[src/rtl/life_seed_loader.sv]
// Seeding stage for the 8x8 Game of Life engine. Builds a 64-cell board from a
// slow asynchronous serial stream or a built-in preset, then offers it to the
// engine with a req/ack handshake.
module life_seed_loader #(
    parameter int unsigned SIZE        = 64,
    parameter int unsigned SYNC_STAGES = 2
) (
    input  logic            i_clk,
    input  logic            i_reset,
    input  logic            i_ser_clk,
    input  logic            i_ser_data,
    input  logic            i_ser_latch,
    input  logic [1:0]      i_preset_sel,
    input  logic            i_preset_go,
    input  logic            i_board_ack,
    output logic            o_board_req,
    output logic [SIZE-1:0] o_board_data,
    output logic            o_busy,
    output logic            o_err_short
);

    localparam int unsigned CW = $clog2(SIZE + 1);
    localparam int unsigned NP = 6;

    typedef enum logic [1:0] {StIdle, StShift, StPend} state_t;

    // Pin bundle order: {preset_sel[1:0], preset_go, ser_latch, ser_data, ser_clk}
    logic [NP-1:0]                  w_pins;
    logic [SYNC_STAGES-1:0][NP-1:0] r_sync;
    logic [NP-1:0]                  w_pins_s;
    logic [2:0]                     r_hist;

    logic            w_clk_rise;
    logic            w_latch_rise;
    logic            w_go_rise;
    logic            w_data_s;
    logic [1:0]      w_sel_s;

    state_t          r_state;
    logic [SIZE-1:0] r_sr;
    logic [CW-1:0]   r_cnt;
    logic [SIZE-1:0] r_board;
    logic            r_req;
    logic            r_busy;
    logic            r_err;

    logic [SIZE-1:0] w_sr_nx;
    logic [CW-1:0]   w_cnt_nx;
    logic [SIZE-1:0] w_preset;

    assign w_pins   = {i_preset_sel, i_preset_go, i_ser_latch, i_ser_data, i_ser_clk};
    assign w_pins_s = r_sync[SYNC_STAGES-1];
    assign w_data_s = w_pins_s[1];
    assign w_sel_s  = w_pins_s[5:4];

    // Synchronizer chain and edge-detect history; both preset to 1 so a pin held
    // high through reset produces no edge.
    always_ff @(posedge i_clk) begin
        if (!i_reset) begin
            r_sync <= '1;
            r_hist <= '1;
        end else begin
            r_sync[0] <= w_pins;
            for (int s = 1; s < SYNC_STAGES; s++) begin
                r_sync[s] <= r_sync[s-1];
            end
            r_hist <= {w_pins_s[3], w_pins_s[2], w_pins_s[0]};
        end
    end

    // Rising edges of the synchronized control pins.
    always_comb begin
        w_clk_rise   = w_pins_s[0] & ~r_hist[0];
        w_latch_rise = w_pins_s[2] & ~r_hist[1];
        w_go_rise    = w_pins_s[3] & ~r_hist[2];
    end

    // Shift-then-commit: a bit arriving with the latch edge is shifted first and
    // the commit check sees the updated count and register.
    always_comb begin
        w_sr_nx  = r_sr;
        w_cnt_nx = r_cnt;
        if (w_clk_rise) begin
            w_sr_nx  = {w_data_s, r_sr[SIZE-1:1]};
            w_cnt_nx = (r_cnt == CW'(SIZE)) ? r_cnt : r_cnt + CW'(1);
        end
    end

    // Built-in preset boards.
    always_comb begin
        w_preset = '0;
        unique case (w_sel_s)
            2'd0: w_preset = '0;
            2'd1: w_preset = SIZE'(64'h50A8_8888_0609_0909);
            2'd2: w_preset = SIZE'(64'h0000_0000_0007_0402);
            2'd3: w_preset = SIZE'(64'h0000_0000_3800_0000);
            default: w_preset = '0;
        endcase
    end

    // Main control FSM with registered outputs.
    always_ff @(posedge i_clk) begin
        if (!i_reset) begin
            r_state <= StIdle;
            r_sr    <= '0;
            r_cnt   <= '0;
            r_board <= '0;
            r_req   <= 1'b0;
            r_busy  <= 1'b0;
            r_err   <= 1'b0;
        end else begin
            r_err <= 1'b0;
            unique case (r_state)
                StIdle: begin
                    if (w_latch_rise) begin
                        r_state <= StShift;
                        r_sr    <= '0;
                        r_cnt   <= '0;
                        r_busy  <= 1'b1;
                    end else if (w_go_rise) begin
                        r_state <= StPend;
                        r_board <= w_preset;
                        r_req   <= 1'b1;
                        r_busy  <= 1'b1;
                    end
                end
                StShift: begin
                    r_sr  <= w_sr_nx;
                    r_cnt <= w_cnt_nx;
                    if (w_latch_rise) begin
                        if (w_cnt_nx == CW'(SIZE)) begin
                            r_state <= StPend;
                            r_board <= w_sr_nx;
                            r_req   <= 1'b1;
                        end else begin
                            r_state <= StIdle;
                            r_busy  <= 1'b0;
                            r_err   <= 1'b1;
                        end
                    end
                end
                StPend: begin
                    if (i_board_ack) begin
                        r_state <= StIdle;
                        r_req   <= 1'b0;
                        r_busy  <= 1'b0;
                    end
                end
                default: begin
                    r_state <= StIdle;
                    r_req   <= 1'b0;
                    r_busy  <= 1'b0;
                end
            endcase
        end
    end

    assign o_board_req  = r_req;
    assign o_board_data = r_board;
    assign o_busy       = r_busy;
    assign o_err_short  = r_err;

endmodule
[config.mk]
export PLATFORM = sky130hd
export DESIGN_NAME = life_seed_loader
export DESIGN_NICKNAME = d
export VERILOG_FILES = /design/src/rtl/life_seed_loader.sv
export SDC_FILE = /design/constraint.sdc
export NUM_CORES = 1
export LEC_CHECK = 0
export CAP_MARGIN = 20
export CORE_UTILIZATION = 60
export CTS_BUF_LIST = sky130_fd_sc_hd__clkbuf_16
export CTS_CLUSTER_DIAMETER = 150
export DETAILED_ROUTE_END_ITERATION = 7
export PLACE_DENSITY_LB_ADDON = 0.12
export SYNTH_ARGS = -nofsm -noshare
export SYNTH_HDL_FRONTEND = slang
export SYNTH_SLANG_ARGS = --single-unit
[constraint.sdc]
create_clock -name i_clk -period 3.6 [get_ports i_clk]
set_input_delay 0.54 -clock i_clk [delete_from_list [all_inputs] [get_ports i_clk]]
set_output_delay 0.54 -clock i_clk [all_outputs]
set_load 0.02 [all_outputs]
### Yosys cells after proc, flatten, opt, wreduce, memory -nomap -nowiden

Index checks and enable logic that the tools add are counted.

| word-level totals | value |
|---|---|
| bits in registers | 155 |
| input port bits | 9 |
| output and inout port bits | 67 |
| word-level logic and storage cells | 71 |

| operators by class | value |
|---|---|
| add/sub/neg operators | 1 |
| equal/unequal tests | 15 |
| multiplexer cells | 30 |
| bitwise operators | 6 |
| reduce and logical (&&, ||, !) cells | 9 |

Operators by type and width:

| kind | number |
|---|---|
| two-way mux 64 bit | 6 |
| one-hot mux 64 bit (2 select lines) | 2 |
| one-hot mux 64 bit (4 select lines) | 1 |
| two-way mux 7 bit | 3 |
| equality test 7 bit (second input constant) | 2 |
| inequality test 2 bit (second input constant) | 7 |
| one-hot mux 7 bit (2 select lines) | 1 |
| two-way mux 2 bit | 5 |
| AND reduction 5 bit | 2 |
| two-way mux 1 bit | 9 |
| adder 7 x 1 -> 7 bit (second input constant) | 1 |
| equality test 2 bit (second input constant) | 3 |
| one-hot mux 1 bit (3 select lines) | 2 |
| one-hot mux 2 bit (3 select lines) | 1 |
| AND reduction 3 bit | 2 |
| equality test 2 x 1 -> 1 bit (second input constant) | 2 |
| logical NOT 2 bit | 2 |
| AND reduction 4 bit | 1 |
| bitwise AND 1 bit | 3 |
| inequality test 3 bit (second input constant) | 1 |
| NOT 1 bit | 3 |
| AND reduction 2 bit | 1 |
| nonzero test 2 bit | 1 |

### Logic depth before layout (Yosys ltp)

| depth | value |
|---|---|
| word-level depth | 7 |
| depth in mapped cells | 10 |
| mapped depth without buffers | 8 |

### Least setup slack after synthesis

OpenSTA, ideal clock, no wires.

| timing | value |
|---|---|
| path kind | register to register |
| start | reg r_cnt[2] |
| end | reg r_board[13] (netlist: o_board_data[13]) |
| library setup time | 115 ps |
| arrival | 2,150 ps |
| required time | 3,485 ps |
| setup slack | 1,335 ps |
| cell stages (with the launch flop) | 10 |
| path buffers | 3 |
| period minus slack after synthesis | 2,265 ps |
| path through | dfxtp_1 > buf_6 > or4b_4 > or4_4 > o211ai_2 > a41o_1 > and2_4 > buf_12 > buf_12 > o21ai_2 |

| between the ends | value |
|---|---|
| longest elaborated chain between the ends | 6 |
| elaborated cells between the ends (all ways) | 7 |
| classes of those cells | 1 x add/sub; 3 x eq/ne; 2 x mux; 1 x reduce/logical |

RTL lines:

| what | RTL line | RTL |
|---|---|---|
| start, declared | 41 | `logic [CW-1:0] r_cnt;` |
| start signal, assigned | 129 | `r_cnt <= w_cnt_nx;` |
| adder 7 x 1 -> 7 bit / equality test 7 bit (equally long branches) | 85 | `w_cnt_nx = (r_cnt == CW'(SIZE)) ? r_cnt : r_cnt + CW'(1);` |
| two-way mux 7 bit | 85 |  |
| two-way mux 7 bit (*) | 83 | `if (w_clk_rise) begin` |
| equality test 7 bit (*) | 131 | `if (w_cnt_nx == CW'(SIZE)) begin` |
| inequality test 2 bit (no line) (*) | - |  |
| AND reduction 5 bit (no line) (*) | - |  |
| end signal, assigned | 122 | `r_board <= w_preset;` |
| end signal, assigned | 133 | `r_board <= w_sr_nx;` |
| end, declared | 42 | `logic [SIZE-1:0] r_board;` |

Mark *: on every way between the ends. The rest lies on a longest branch, timed or not.
A chain may end at the register's enable or synchronous reset.

### Worst setup path in the final report

| timing | value |
|---|---|
| start | reg r_cnt[2] |
| end | reg r_board[60] (netlist: o_board_data[60]) |

Same word-level chain as after synthesis.

==> impl_results.md <==
- Sw frac: 22.7%
- Hold buffer count at CTS: 0
- # diodes: 0
- IO Port Bufs: 75
- Register area share after synthesis: 43.8%
- # setup viols final: 0
- Nets: 901
- Vias per cell: 5.90
- # rows: 39
- Aggregate routed wire length: 15900 um
- Grt total ovfl: 0
- Cell taking the most area after synthesis: dfxtp_1
- Hold Crit Depth: 1
- Layout cells sized above 1: 10.8%
- Initial antenna violation count: 0
- Final Hold Fails: 0
- Count of pins over their slew limit: 0
- Maximum achievable frequency: 360 MHz
- Worst-margin pin slew: 1120 ps
- Clock sinks: 155
- WHS: 418 ps
- Sequential Power Share: 51.2%
- Drt pass-1 iters: 6
- Distinct cells, synth: 49
- Crit share post-route: 77.3%
- Reg-to-reg setup timing slack: 820 ps
- Core Area: 11500 um2
- Pwr dens: 417 nW/um2
- Setup bufs post-CTS: 0
- Top cells by count, synth: nand2_1, dfxtp_1, a21oi_1
- DRT iter0 DRCs: 599
- Yosys warnings: 0
- Setup total negative slack: 0 ps
- Status: complete, no violations
- Clk pwr share: 43.4%
- Crit end category: flop
- Max clock buf depth: 2
- Top post-synthesis cells by area: dfxtp_1, nand2_1, a21oi_1, o21ai_2, nor2b_1
- Cell with the most instances after synthesis: nand2_1
- Clock latency on the worst-skew pair: 420 ps
- Global-route wire length before repair: 27500 um
- Mean Syn Cell Area: 8.18 um2
- CTS tree: done
- Gate Count Post-Synth: 865
- RSZ-0062 raised after global routing: false
- Hold Path Class: flop to flop
- Vias: 6141
- Startpoint Class: flop
- DRC: 0
- WL per Instance: 15.3 um
- Tmin final: 2780 ps
- Width of the die: 111 um
- Routed Antenna Nets: 0
- Largest net degree at the start of global routing: 135
- Initial core utilization: 61.7%
- Fill cells: 958
- Post-DP HPWL: 9370 um
- VDD IR max: 531 uV
- FF-to-FF path depth: 7
- Synth top area share: 43.8%
- Leakage: 2.61 nW
- CTS H-tree depth: 4
- Worst-path clk slew: 60 ps
- WS Path Type: flop to flop
- Overall routing resource usage: 27.0%
- Die height: 111 um
- Vias in the first global route: 5832
- Combinational cell fraction of total power: 5.4%
- Final Instance Count excl. Fillers: 1040
- Resize count post-CTS: 0
- Area growth syn-to-layout: 15.1%
- Worst Hold Launch: r_sync[3]$_SDFF_PN1_
- Post-synthesis register bit count: 155
- Post-synth top flop: dfxtp_1
- CTS Buf Count: 17
- CTS root buffer: clkbuf_16
- Max Cap Viol: 0
- Inst Count DP: 1011
- Post-synth EDFFs: 0
- Net switching power: 0.771 mW
- Crit path DAT: 3090 ps
- Asr flop ratio synth: 0%
- Reg2reg end: o_board_data[60]$_SDFFE_PN0P_
- I/O pin cnt: 76
- Reg2reg start: r_cnt[2]$_SDFFE_PN0P_
- GPL Wtd Cong: 0.802
- Clock skew: 5.74 ps
- Slew HR: 25.2%
- Crit path max fanout: 39
- Syn nets: 879
- Die ar.: 12200 um2
- WHS Endpoint: w_pins_s[3]$_SDFF_PN1_
- Internal Power: 2.62 mW
- WP data required: 3910 ps
- Mapped Area: 7080 um2
stage by stage:
| step | cell area, um2 | setup slack (ps) | util, % | power (mW) |
|---|---|---|---|---|
| floorplan | 7080 | 1330 | - | 1.91 |
| global placement | 7670 | 937 | 66.9 | 1.95 |
| detailed placement | 7670 | 795 | 66.9 | 1.96 |
| CTS | 8140 | 805 | 71.0 | 3.42 |
| global route | 8140 | 704 | 71.0 | 3.52 |
| finish | 8140 | 819 | 71.0 | 3.39 |
state kept, by name, indices dropped and copies added (netlist names):
name and count:
r_sync 6, o_err_short 1, o_busy 1, o_board_req 1, r_hist 3, r_cnt 7
o_board_data 64, w_pins_s 6, r_sr 64, r_state 2
cell families (layout without fill, tap and decap cells):
| logic type | Yosys count | count (layout) | synth area share, % |
|---|---|---|---|
| AO/OA/AOI/OAI | 228 | 228 | 20.9 |
| XOR/XNOR | 2 | 2 | 0.248 |
| adder cells (fa/ha/maj) | 5 | 5 | 0.884 |
| buffers and inverters | 91 | 123 | 7.07 |
| flip-flops | 155 | 155 | 43.8 |
| multiplexers | 1 | 1 | 0.141 |
| AND/OR/NAND/NOR | 383 | 383 | 26.9 |
placed cells by master, fill, tap and decap left out, drive strengths merged, types with 2 or more instances in the layout:
master and count:
a21oi 90, a22oi 26, a31oi 24, and2 2, and3 2, and4 2
buf 14, clkbuf 17, clkdlybuf4s50 74, clkinv 7, dfxtp 155, ha 5
inv 11, nand2 193, nand2b 18, nand3 3, nand4 66, nand4b 2
nor2 13, nor2b 69, nor3 4, o211ai 3, o21ai 74, o31ai 2
xnor2 2
worst max-delay path, stage by stage, from the launching register on:
cell      delay [ps]
dfxtp_1          400
or4b_4           590
or4_4            430
o211ai_2         110
a41o_2           230
and2_4           510
buf_12           290
o21ai_2           90
layout make-up:
type,instances,area (um2),share of cell area (%)
Clock buffer,17,425,5.22
Clock inverter,12,47.5,0.584
Inverter,6,22.5,0.277
Multi-Input combinational cell,619,3500,43.0
Sequential cell,155,3100,38.1
Tap cell,143,179,2.20
Timing Repair Buffer,88,862,10.6
power groups by stage:
stage                     Clock, mW  Combinational, mW  Sequential [mW]
after global placement            0              0.181             1.77
after detailed placement          0              0.184             1.77
after CTS                      1.50              0.185             1.74
after global routing           1.58              0.200             1.74
after floorplan                   0              0.139             1.78
final                          1.47              0.185             1.74
worst max path at each step:
stage / cells after the start / from / slack, ps / to
finish: 7 / r_cnt[2]$_SDFFE_PN0P_ / 820 / o_board_data[60]$_SDFFE_PN0P_
global route: 7 / r_cnt[2]$_SDFFE_PN0P_ / 700 / o_board_data[43]$_SDFFE_PN0P_
CTS: 7 / r_cnt[2]$_SDFFE_PN0P_ / 800 / o_board_data[60]$_SDFFE_PN0P_
detailed placement: 7 / r_cnt[2]$_SDFFE_PN0P_ / 790 / o_board_data[60]$_SDFFE_PN0P_
global placement: 7 / r_cnt[2]$_SDFFE_PN0P_ / 940 / o_board_data[52]$_SDFFE_PN0P_
floorplan: 9 / r_cnt[2]$_SDFFE_PN0P_ / 1330 / o_board_data[13]$_SDFFE_PN0P_
per-layer routing:
metal	routed length (um)	global-route usage [%]
met2	7440	43.4
met1	7490	35.7
met4	196	9.78
met3	759	5.82
met5	0	0
Power figures use the tool's default switching activity.
